### config.mk
export PLATFORM = sky130hd
export DESIGN_NAME = uart_tx_arbiter
export DESIGN_NICKNAME = d
export VERILOG_FILES = /design/src/rtl/uart_tx_arbiter.sv
export SDC_FILE = /design/constraint.sdc
export NUM_CORES = 1
export LEC_CHECK = 0
export BUFFER_PORTS_ARGS = -buffer_cell sky130_fd_sc_hd__buf_4
export CAP_MARGIN = 30
export CORE_MARGIN = 1
export CORE_UTILIZATION = 39
export DETAILED_ROUTE_END_ITERATION = 8
export GPL_TIMING_DRIVEN = 0
export PLACE_DENSITY_LB_ADDON = 0.05
export SLEW_MARGIN = 20
export SYNTH_ARGS = -nofsm -noshare
export SYNTH_HDL_FRONTEND = slang
export SYNTH_SLANG_ARGS = --single-unit
export TNS_END_PERCENT = 10
### constraint.sdc
create_clock -name clk -period 3.5 [get_ports clk]
set_clock_uncertainty 0.15 [all_clocks]
set_input_delay 0.7 -clock clk [delete_from_list [all_inputs] [get_ports clk]]
set_output_delay 0.7 -clock clk [all_outputs]
set_load 0.1 [all_outputs]
### src/rtl/uart_tx_arbiter.sv
// rtl/uart_tx_arbiter.sv - round-robin packet arbiter feeding one uart_tx byte stream
// Whole packets are granted atomically; a single output register decouples uart_tx backpressure.
module uart_tx_arbiter #(
  parameter int N_REQ      = 3,
  parameter int GAP_CYCLES = 4,
  parameter int MAX_BYTES  = 64
) (
  input  logic                 clk,
  input  logic                 reset_n,
  input  logic [N_REQ-1:0]     req_valid,
  input  logic [8*N_REQ-1:0]   req_data,
  input  logic [N_REQ-1:0]     req_last,
  output logic [N_REQ-1:0]     req_ready,
  output logic [7:0]           tx_data,
  output logic                 tx_data_valid,
  input  logic                 tx_data_ready,
  output logic [N_REQ-1:0]     grant,
  output logic                 busy,
  output logic                 overrun
);

  localparam int PTR_W = (N_REQ > 1) ? $clog2(N_REQ) : 1;
  localparam int GAP_W = (GAP_CYCLES > 1) ? $clog2(GAP_CYCLES) : 1;
  localparam logic [GAP_W-1:0] GAP_LAST = GAP_W'((GAP_CYCLES > 0) ? GAP_CYCLES - 1 : 0);
  localparam logic [7:0]       MAX_CNT  = 8'(MAX_BYTES);
  localparam logic [PTR_W-1:0] PTR_TOP  = PTR_W'(N_REQ - 1);

  typedef enum logic [1:0] {
    IDLE  = 2'd0,
    XFER  = 2'd1,
    DRAIN = 2'd2,
    GAP   = 2'd3
  } state_t;

  state_t           state, state_nxt;
  logic [PTR_W-1:0] rr_ptr, rr_ptr_nxt;
  logic [PTR_W-1:0] owner, owner_nxt;
  logic [7:0]       byte_cnt, byte_cnt_nxt;
  logic [GAP_W-1:0] gap_cnt, gap_cnt_nxt;
  logic [N_REQ-1:0] grant_nxt;
  logic [7:0]       tx_data_nxt;
  logic             tx_valid_nxt;
  logic             overrun_nxt;

  logic             out_free;
  logic             out_xfer;
  logic             in_xfer;
  logic [7:0]       own_data;
  logic             own_last;
  logic             pick_found;
  logic [PTR_W-1:0] pick_idx;
  logic [N_REQ-1:0] pick_onehot;

  // The output register may reload in the same cycle it is emptied by uart_tx.
  assign out_free  = !tx_data_valid || tx_data_ready;
  assign out_xfer  = tx_data_valid && tx_data_ready;
  assign req_ready = ((state == XFER) && out_free) ? grant : '0;
  assign in_xfer   = |(req_valid & req_ready);
  assign busy      = (state != IDLE);

  always_comb begin
    own_data = '0;
    own_last = 1'b0;
    for (int i = 0; i < N_REQ; i++) begin
      if (owner == PTR_W'(i)) begin
        own_data = req_data[8*i +: 8];
        own_last = req_last[i];
      end
    end
  end

  // Two passes: indices at/after rr_ptr first, then wrap to the lowest index.
  always_comb begin
    pick_found  = 1'b0;
    pick_idx    = '0;
    pick_onehot = '0;
    for (int i = 0; i < N_REQ; i++) begin
      if (!pick_found && req_valid[i] && (PTR_W'(i) >= rr_ptr)) begin
        pick_found = 1'b1;
        pick_idx   = PTR_W'(i);
      end
    end
    for (int i = 0; i < N_REQ; i++) begin
      if (!pick_found && req_valid[i]) begin
        pick_found = 1'b1;
        pick_idx   = PTR_W'(i);
      end
    end
    for (int i = 0; i < N_REQ; i++) begin
      pick_onehot[i] = (pick_idx == PTR_W'(i));
    end
  end

  always_ff @(posedge clk or negedge reset_n) begin
    if (!reset_n) begin
      state <= IDLE;
    end else begin
      state <= state_nxt;
    end
  end

  always_comb begin
    state_nxt    = state;
    rr_ptr_nxt   = rr_ptr;
    owner_nxt    = owner;
    grant_nxt    = grant;
    byte_cnt_nxt = byte_cnt;
    gap_cnt_nxt  = gap_cnt;
    overrun_nxt  = 1'b0;
    tx_data_nxt  = tx_data;
    tx_valid_nxt = tx_data_valid;

    if (in_xfer) begin
      tx_data_nxt  = own_data;
      tx_valid_nxt = 1'b1;
    end else if (out_xfer) begin
      tx_valid_nxt = 1'b0;
    end

    case (state)
      IDLE: begin
        if (pick_found) begin
          state_nxt    = XFER;
          owner_nxt    = pick_idx;
          grant_nxt    = pick_onehot;
          rr_ptr_nxt   = (pick_idx == PTR_TOP) ? '0 : pick_idx + 1'b1;
          byte_cnt_nxt = '0;
        end
      end
      XFER: begin
        if (in_xfer) begin
          byte_cnt_nxt = byte_cnt + 8'd1;
          if (own_last) begin
            state_nxt = DRAIN;
          end else if (byte_cnt + 8'd1 == MAX_CNT) begin
            state_nxt   = DRAIN;
            overrun_nxt = 1'b1;
          end
        end
      end
      DRAIN: begin
        if (!tx_data_valid) begin
          grant_nxt   = '0;
          gap_cnt_nxt = '0;
          state_nxt   = (GAP_CYCLES == 0) ? IDLE : GAP;
        end
      end
      GAP: begin
        if (gap_cnt == GAP_LAST) begin
          state_nxt = IDLE;
        end else begin
          gap_cnt_nxt = gap_cnt + 1'b1;
        end
      end
      default: state_nxt = IDLE;
    endcase
  end

  always_ff @(posedge clk or negedge reset_n) begin
    if (!reset_n) begin
      rr_ptr        <= '0;
      owner         <= '0;
      grant         <= '0;
      byte_cnt      <= '0;
      gap_cnt       <= '0;
      tx_data       <= '0;
      tx_data_valid <= 1'b0;
      overrun       <= 1'b0;
    end else begin
      rr_ptr        <= rr_ptr_nxt;
      owner         <= owner_nxt;
      grant         <= grant_nxt;
      byte_cnt      <= byte_cnt_nxt;
      gap_cnt       <= gap_cnt_nxt;
      tx_data       <= tx_data_nxt;
      tx_data_valid <= tx_valid_nxt;
      overrun       <= overrun_nxt;
    end
  end

endmodule

==> results of run 1 <==
[worst reg2reg max path, stage by stage (launching register included)]
cell      delay [ns]
dfrtp_1         0.40
inv_1           0.13
ha_1            0.18
clkbuf_1        0.33
inv_1           0.17
nor2_1          0.12
o21ai_1         0.07
buf_2           0.19
or4b_1          0.47
nand3_1         0.09
[path summary, 6_finish.rpt]
| path | cells after the start | slack [ns] | end |
|---|---|---|---|
| worst max-delay path | 6 | 0.43 | req_ready[1] |
| worst min-delay path | 1 | 0.19 | byte_cnt[7] |
| worst max register to register | 9 | 1.14 | byte_cnt[3] |
| worst min register to register | 2 | 0.38 | tx_data[5] |
| max in group asynchronous | 1 | 2.71 | tx_data[3] |
| min in group clk | 2 | 0.38 | tx_data[5] |
[layout make-up]
type	instances	area (um^2)
multi-input cells	158	1020
plain buffers	12	51.3
flip-flops and latches	29	726
repair buffers	46	345
fillers	444	2120
well taps	52	65.1
clock inverters	2	10.0
clock buffers	6	72.6
inverters	9	33.8
[placed cells by master, fill, tap and decap left out, types with 2 or more instances in the layout]
cell       Yosys  final
dfrtp_1       29     29
buf_2          5      5
a22o_1         8      8
buf_4          0     46
nor2b_1        4      4
o2111ai_1      3      3
nor3_1         2      2
or4b_1         3      3
and3_1         3      3
inv_1          8      8
o21ai_0        7      7
nand2b_1       2      2
nand3_1        8      8
mux2i_1       10     10
a21oi_1       22     22
nor2_1        22     22
nand2_1       23     23
xor2_1         2      2
o21ai_1        9      9
clkbuf_1       6      7
o211ai_1       3      3
nand3b_1       2      2
ha_1           7      7
clkinv_2       0      2
clkbuf_8       0      5
[per-stage QoR]
step	instance area [um^2]	utilization [%]	instances	power (mW)
2_1_floorplan	1830	-	208	0.357
6_report	2320	52.3	314	0.646
3_3_place_gp	2240	50.5	306	0.392
4_1_cts	2320	52.3	314	0.657
3_5_place_dp	2240	50.5	306	0.392
5_1_grt	2320	52.3	314	0.679
[sequential cells by signal (all words and copies together), names as in the netlist]
| name | count |
|---|---|
| rr_ptr | 2 |
| byte_cnt | 8 |
| grant | 3 |
| owner | 2 |
| gap_cnt | 2 |
| tx_data | 8 |
| overrun | 1 |
| state | 2 |
| tx_data_valid | 1 |
[per-layer routing]
| layer | vias to the layer above | wire length (um) | track usage, % |
|---|---|---|---|
| li1 | 851 | - | - |
| met1 | 795 | 2000 | 25.5 |
| met2 | 37 | 2130 | 31.0 |
| met3 | 9 | 185 | 3.85 |
| met4 | 0 | 87 | 7.56 |
| met5 | - | 0 | 0 |
[cell usage after synthesis (all sizes together), types with 2 or more instances]
master	count	share of area (%)
mux2i	10	5.5
nand2b	2	0.68
xor2	2	0.96
buf	6	1.6
inv	9	1.8
o211ai	4	1.9
nand2	24	5.1
nand3	9	2.7
and3	3	1.0
ha	7	4.8
o2111ai	3	1.4
nor2b	4	1.4
or4b	3	1.6
dfrtp	29	40
a21oi	22	6.0
mux2	2	1.4
o21ai	16	4.4
nor3	2	0.55
nor2	22	4.5
nand3b	2	0.82
clkbuf	6	1.2
a22o	8	3.8
[power breakdown]
part | total [mW] | switching, mW | leakage, nW | internal, mW
combinational | 0.0477 | 0.0202 | 0.702 | 0.0275
sequential | 0.337 | 0.00101 | 0.378 | 0.336
clock | 0.262 | 0.124 | 0.0450 | 0.137
total | 0.646 | 0.145 | 1.12 | 0.501
[cell families (layout without fill, tap and decap cells)]
group	count (synthesis)	count (layout)	share of synthesized area, %
XOR/XNOR	2	2	0.956
multiplexers	12	12	6.90
adder cells (fa/ha/maj)	7	7	4.78
flip-flops	29	29	39.6
buffers and inverters	21	75	4.64
AO/OA/AOI/OAI	60	60	21.7
AND/OR/NAND/NOR	77	77	21.4
==> results.json, run 1 <==
{
  "syn_area_per_cell_um2": 8.81,
  "setup.worst_path.start": "state[1]",
  "final_nets": 301,
  "place.gp.congestion": 0.798,
  "synth-seq-area-share_pct": 39.6,
  "yosys_warnings": 0,
  "p_leak_nw": 1.12,
  "drtAntennaViolNets": 0,
  "cts_tree": "done",
  "crit_fanout": 10,
  "worst_slack_ns": 0.431,
  "status": "complete, but fails checks",
  "hpwl_um": 3240,
  "post_cts.repair.setup_buffers": 0,
  "synth_edf_count": 0,
  "drtIter0Drc": 96,
  "start_util_pct": 41.2,
  "num_antenna_cells": 0,
  "vias_per_cell": 5.39,
  "coreArea_um2": 4440,
  "netlist_area_um2": 1830,
  "drive_gt1_share_pct": 25.6,
  "first_pass_iters": 7,
  "post-route-period-util_pct": 87.7,
  "finalSetupTns_ns": 0,
  "synth.ff_latch_count": 29,
  "place_ws_ns": 0.714,
  "synthArstFlopShare_pct": 100,
  "drc_errors": 10,
  "wl_per_cell_um": 14.0,
  "violations": "DRC",
  "fp.dieH_um": 70.5,
  "die_x_um": 70.5,
  "power_density_nw_per_um2": 278,
  "cts.sinks": 29,
  "ys_types": 42,
  "cpMaxStageDelayCell": "dfrtp_1",
  "overflow": 0,
  "hold_violations": 0,
  "cts_resized": 0,
  "dominantRegCellSynth": "dfrtp_1",
  "rows": 24,
  "max-vdd-ir-drop_mv": 0.161,
  "fp.dieArea_um2": 4980,
  "cpPeakStageDelay_ns": 0.42,
  "clock_path_buffers": 2,
  "tightest_slew_ns": 0.707,
  "cp_top_family": "buffers and inverters",
  "timing.hold.ws_ns": 0.188,
  "antenna_found_initial": 0,
  "hold_class": "in -> async",
  "timing.fmax_mhz": 326,
  "portBuffers": 46,
  "relSlewSlack_pct": 52.8,
  "cts_inserted_buffers": 5,
  "syn_inst": 208,
  "period_needed_ns": 3.07,
  "cp-start-kind": "flop",
  "vias": 1692,
  "syn_nets": 248,
  "setup_violations": 0,
  "worst_path_most_repeated_cell": "clkbuf_1",
  "grt_first_pass_wirelength_um": 7510,
  "clock_latency_ns": 0.28,
  "hold_buffers": 0,
  "crit_path_end_kind": "output pin",
  "slew_viol_final": 0,
  "areaGrowthSynthToFinish_pct": 26.9,
  "cp.buffers_inverters": 4,
  "grt_pass1_vias": 1639,
  "h-tree-depth": 2,
  "io_pins": 50,
  "grt_max_degree": 30,
  "rsz0062_at_grt": "no",
  "drv_cap": 0,
  "cts_root_buf": "clkbuf_8",
  "cp.arrival_ns": 2.22,
  "grt.total_usage_pct": 19.2,
  "worstPathRequired_ns": 2.65,
  "crit_chain": "inv_1 -> ha_1 -> clkbuf_1 -> clkbuf_1 -> and3_1 -> buf_4",
  "clk_pin_slew_ns": 0.06,
  "totalWireLength_um": 4400,
  "rr_startpoint": "state[0]",
  "path_class": "reg -> out"
}
No activity file was read; power rests on OpenSTA's default activity.
==> run 2: changes to the inputs <==
--- a/config.mk
+++ b/config.mk
@@ -11,7 +11,7 @@
 export CORE_UTILIZATION = 39
 export DETAILED_ROUTE_END_ITERATION = 8
 export GPL_TIMING_DRIVEN = 0
-export PLACE_DENSITY_LB_ADDON = 0.05
+export PLACE_DENSITY = 0.64
 export SLEW_MARGIN = 20
 export SYNTH_ARGS = -nofsm -noshare
 export SYNTH_HDL_FRONTEND = slang
==> results.json, run 2 (synthesis gave the netlist of run 1 again) <==
{
  "status": "complete, but fails checks",
  "violations": "DRC",
  "clock_latency_ns": 0.29,
  "finalSetupTns_ns": 0,
  "rr_endpoint": "byte_cnt[3]",
  "rr_startpoint": "state[0]",
  "tightest_slew_ns": 0.697,
  "antenna_found_initial": 0,
  "worstRegToRegCells": 9,
  "grt.total_usage_pct": 19.4,
  "cp-start-kind": "flop",
  "worstPathRequired_ns": 2.65,
  "totalWireLength_um": 4410,
  "fp.dieArea_um2": 4980,
  "rsz0062_at_grt": "no",
  "relSlewSlack_pct": 53.6,
  "fp.dieH_um": 70.5,
  "clk_pin_slew_ns": 0.06,
  "cts_resized": 0,
  "num_antenna_cells": 0,
  "setup_violations": 0,
  "drtAntennaViolNets": 0,
  "crit_path_end_kind": "output pin",
  "path_class": "reg -> out",
  "timing.hold.ws_ns": 0.180,
  "p_leak_nw": 1.12,
  "final_cell_mix": "46 x buf_4, 29 x dfrtp_1, 23 x nand2_1, 22 x nor2_1, 22 x a21oi_1",
  "cts_inserted_buffers": 5,
  "cts_root_buf": "clkbuf_8",
  "wl_met1_um": 2060,
  "max-vdd-ir-drop_mv": 0.161,
  "drive_gt1_share_pct": 24.8,
  "cp.arrival_ns": 2.22,
  "drv_cap": 0,
  "areaGrowthSynthToFinish_pct": 26.8,
  "clock_path_buffers": 2,
  "portBuffers": 46,
  "post-route-period-util_pct": 87.7,
  "crit_fanout": 10,
  "fin_cells": 314,
  "hold_class": "in -> async",
  "setup.worst_path.start": "state[1]",
  "timing.fmax_mhz": 326,
  "reg.largest.list": "byte_cnt: 8 flops, tx_data: 8 flops, grant: 3 flops",
  "wl_per_cell_um": 14.0,
  "final_common_cell": "buf_4",
  "hold_buffers": 0,
  "overflow": 0,
  "io_pins": 50,
  "final_nets": 301,
  "dp_cells": 306,
  "grt_pass1_vias": 1623,
  "hpwl_um": 3160,
  "dr_wl_met3_um": 202,
  "drtIter0Drc": 83,
  "grt_max_degree": 30,
  "place.gp.congestion": 0.779,
  "vias_per_cell": 5.43,
  "power_density_nw_per_um2": 283,
  "reg2reg_slack_ns": 1.14,
  "routed.top_layer": "met4",
  "post_cts.repair.setup_buffers": 0,
  "h-tree-depth": 2,
  "cts_tree": "done",
  "cp-endpoint": "req_ready[0]",
  "period_needed_ns": 3.07,
  "die_x_um": 70.5,
  "hold_violations": 0,
  "cts.sinks": 29,
  "rows": 24,
  "slew_viol_final": 0,
  "route.met2.wl_um": 2080,
  "vias": 1705,
  "grt_first_pass_wirelength_um": 7570,
  "start_util_pct": 41.2,
  "drc_errors": 6,
  "power.total_mw": 0.656,
  "first_pass_iters": 7,
  "coreArea_um2": 4440
}
-- run 2: cell count changes in the layout (fill, tap and decap cells not counted) --
cell / change
clkbuf_1: +2
clkinv_2: -2
-- run 2: power breakdown --
part           internal (mW)  switching [mW]  leakage, nW
clock                  0.141           0.131       0.0395
combinational         0.0275          0.0204        0.702
sequential             0.336        0.000853        0.378
total                  0.504           0.152         1.12
-- run 2: layer usage --
layer | vias up | track usage [%]
met5 | - | 0
met4 | 0 | 6.00
met3 | 6 | 4.99
met2 | 38 | 30.1
met1 | 812 | 26.8
li1 | 849 | -
-- run 2: worst min-delay path by stage --
| stage | endpoint | startpoint | slack, ns | cells past startpoint |
|---|---|---|---|---|
| finish | byte_cnt[7] | reset_n | 0.18 | 1 |
| global route | byte_cnt[4] | reset_n | 0.21 | 1 |
| global placement | tx_data[5] | tx_data[5] | 0.36 | 2 |
| detailed placement | tx_data[5] | tx_data[5] | 0.37 | 2 |
| floorplan | byte_cnt[0] | reset_n | 0.25 | 0 |
| CTS | tx_data[6] | reset_n | 0.20 | 1 |
-- run 2: critical path: stages (launching register included) --
cell and delay (ns):
dfrtp_1 0.42, inv_1 0.11, ha_1 0.17, clkbuf_1 0.31, clkbuf_1 0.41, and3_1 0.23, buf_4 0.29
-- run 2: final cells by class --
cell class / instances / area (um^2)
Clock buffer: 8 / 80.1
Fill cell: 437 / 2120
Sequential cell: 29 / 726
Multi-Input combinational cell: 158 / 1020
Tap cell: 52 / 65.1
Buffer: 12 / 51.3
Inverter: 9 / 33.8
Timing Repair Buffer: 46 / 345
-- run 2: stage by stage --
stage	utilization [%]	instance area, um^2	setup slack [ns]
floorplan	-	1830	0.690
global placement	50.5	2240	0.713
detailed placement	50.5	2240	0.700
CTS	52.3	2320	0.400
global route	52.3	2320	0.192
finish	52.3	2320	0.430
==> run 3: changes to the inputs <==
--- a/config.mk
+++ b/config.mk
@@ -5,13 +5,14 @@
 export SDC_FILE = /design/constraint.sdc
 export NUM_CORES = 1
 export LEC_CHECK = 0
+export ABC_AREA = 1
 export BUFFER_PORTS_ARGS = -buffer_cell sky130_fd_sc_hd__buf_4
 export CAP_MARGIN = 30
 export CORE_MARGIN = 1
-export CORE_UTILIZATION = 39
+export CORE_UTILIZATION = 45
 export DETAILED_ROUTE_END_ITERATION = 8
 export GPL_TIMING_DRIVEN = 0
-export PLACE_DENSITY = 0.64
+export PLACE_DENSITY = 0.72
 export SLEW_MARGIN = 20
 export SYNTH_ARGS = -nofsm -noshare
 export SYNTH_HDL_FRONTEND = slang
==> constraint.sdc (replaced) <==
create_clock -name clk -period 2.9 [get_ports clk]
set_clock_uncertainty 0.15 [all_clocks]
set_input_delay 0.58 -clock clk [delete_from_list [all_inputs] [get_ports clk]]
set_output_delay 0.58 -clock clk [all_outputs]
set_load 0.1 [all_outputs]
==> results.json, run 3 <==
{
  "place.gp.congestion": 0.811,
  "synthArstFlopShare_pct": 100,
  "io_pins": 50,
  "wl_per_cell_um": 12.0,
  "cts_resized": 0,
  "drtAntennaViolNets": 0,
  "vias_per_cell": 4.99,
  "synth_edf_count": 0,
  "clock_latency_ns": 0.28,
  "cts_inserted_buffers": 5,
  "utilization_pct": 61.7,
  "post_cts.repair.setup_buffers": 0,
  "synth_common_cells": "85 x nand2_1, 29 x dfrtp_1, 28 x inv_1, 22 x nor2_1",
  "synth_area_leader_cell": "dfrtp_1",
  "placed_area_um2": 2250,
  "yosys_warnings": 0,
  "crit_fanout": 4,
  "rows": 22,
  "synth_adder_area_share_pct": 4.81,
  "worstRegToRegCells": 9,
  "power_density_nw_per_um2": 1180,
  "fp.dieArea_um2": 4300,
  "drive_gt1_share_pct": 26.2,
  "p_leak_nw": 1.16,
  "cp.arrival_ns": 1.72,
  "syn_nets": 285,
  "drv_cap": 0,
  "grt_max_degree": 30,
  "dominantRegCellSynth": "dfrtp_1",
  "timing.fmax_mhz": 408,
  "synth_top_family_by_area": "simple AND/OR/NAND/NOR gates",
  "cts.sinks": 29,
  "setup_violations": 0,
  "areaGrowthSynthToFinish_pct": 27.9,
  "setup.worst_path.start": "state[1]",
  "clk_pin_slew_ns": 0.07,
  "fp.dieH_um": 65.6,
  "final_cell_mix": "85 x nand2_1, 50 x buf_4, 29 x dfrtp_1, 28 x inv_1, 22 x nor2_1",
  "status": "complete, no violations",
  "crit_path_end_kind": "output pin",
  "muxShareOfSynthArea_pct": 0,
  "hold_violations": 0,
  "final_nets": 341,
  "grt_first_pass_wirelength_um": 7110,
  "syn_area_per_cell_um2": 7.43,
  "drc_errors": 0,
  "antenna_found_initial": 0,
  "drtIter0Drc": 78,
  "finalSetupTns_ns": 0,
  "slew_viol_final": 0,
  "totalWireLength_um": 4190,
  "first_pass_iters": 4,
  "synth.ff_latch_count": 29,
  "reg.largest.list": "byte_cnt: 8 flops, tx_data: 8 flops, grant: 3 flops",
  "ys_top_cells_by_area": "dfrtp_1 40%, nand2_1 18%, inv_1 5.8%",
  "final_common_cell": "nand2_1",
  "path_class": "reg -> out",
  "vias": 1748,
  "grt.total_usage_pct": 21.8,
  "ys_types": 31,
  "tightest_slew_ns": 0.415,
  "cts_tree": "done",
  "h-tree-depth": 2,
  "worst_slack_ns": 0.450,
  "worstPathRequired_ns": 2.17,
  "relSlewSlack_pct": 72.1,
  "num_antenna_cells": 0,
  "overflow": 0,
  "reg2reg_slack_ns": 0.99,
  "yosysTopAreaCellShare_pct": 39.9,
  "syn_inst": 245,
  "clock_path_buffers": 2,
  "rr_startpoint": "state[1]",
  "yosys.area_share.simple_pct": 34.6,
  "grt_pass1_vias": 1606,
  "die_x_um": 65.6,
  "period_needed_ns": 2.45,
  "dp_cells": 342,
  "final_area_um2": 2330,
  "place_ws_ns": 0.748,
  "start_util_pct": 48.3,
  "hold_class": "in -> async",
  "hpwl_um": 3170,
  "power.total_mw": 2.75,
  "netlist_area_um2": 1820,
  "coreArea_um2": 3770,
  "yosysMostFrequentCell": "nand2_1",
  "timing.hold.ws_ns": 0.0662,
  "cp-start-kind": "flop",
  "cts_root_buf": "clkbuf_8",
  "max-vdd-ir-drop_mv": 1.02,
  "synth-xor-area-share_pct": 0,
  "rr_endpoint": "tx_data[4]",
  "rsz0062_at_grt": "no",
  "synth-seq-area-share_pct": 39.9,
  "fin_cells": 350,
  "hold_buffers": 0,
  "post-route-period-util_pct": 84.5,
  "portBuffers": 49,
  "synth_compound_area_share_pct": 12.6
}
==> run 3: cell count changes in the layout (fill, tap and decap cells not counted), sizes merged, moves of 6 or more <==
cell	before	now
a21oi	22	3
inv	9	30
nand4	0	6
clkbuf	14	8
a22o	8	0
nand2	24	90
mux2i	10	0
a41oi	0	8
==> run 3: area by class of cell <==
| cell class | count | area (um^2) |
|---|---|---|
| inverters | 33 | 124 |
| plain buffers | 3 | 23.8 |
| fillers | 353 | 1440 |
| clock buffers | 8 | 80.1 |
| well taps | 48 | 60.1 |
| repair buffers | 49 | 368 |
| multi-input cells | 180 | 947 |
| flip-flops and latches | 29 | 726 |
==> run 3: how the worst max path moves through the flow <==
| stage | endpoint | slack [ns] | cells after the start |
|---|---|---|---|
| final | req_ready[1] | 0.45 | 7 |
| after global routing | req_ready[0] | 0.32 | 7 |
| after CTS | req_ready[2] | 0.43 | 7 |
| after detailed placement | req_ready[2] | 0.75 | 7 |
| after floorplan | req_ready[0] | -0.22 | 3 |
| after global placement | req_ready[1] | 0.78 | 7 |
==> run 3: metal layers <==
layer | track usage, % | share of wire (%)
met1 | 28.6 | 47
met3 | 3.99 | 5.7
met4 | 8.97 | 0.48
met5 | 0 | 0
met2 | 35.1 | 47
==> run 3: logic make-up (layout without fill, tap and decap cells) <==
| family | after synthesis | in the layout |
|---|---|---|
| buffers and inverters | 36 | 93 |
| adders and majority gates | 7 | 7 |
| DFF | 29 | 29 |
| and+or+nand+nor | 140 | 140 |
| AOI/OAI and AO/OA | 33 | 33 |
==> run 3: power by group <==
part | internal [mW] | total (mW) | switching, mW
clock network | 0.170 | 0.317 | 0.147
logic | 0.457 | 1.76 | 1.31
registers | 0.554 | 0.668 | 0.114
total | 1.18 | 2.75 | 1.57
==> run 3: worst max-delay path: stages (launching register included) <==
cell	delay, ns
dfrtp_1	0.41
inv_1	0.12
ha_1	0.23
inv_2	0.06
a21oi_2	0.13
inv_1	0.09
nor2_1	0.10
buf_4	0.30
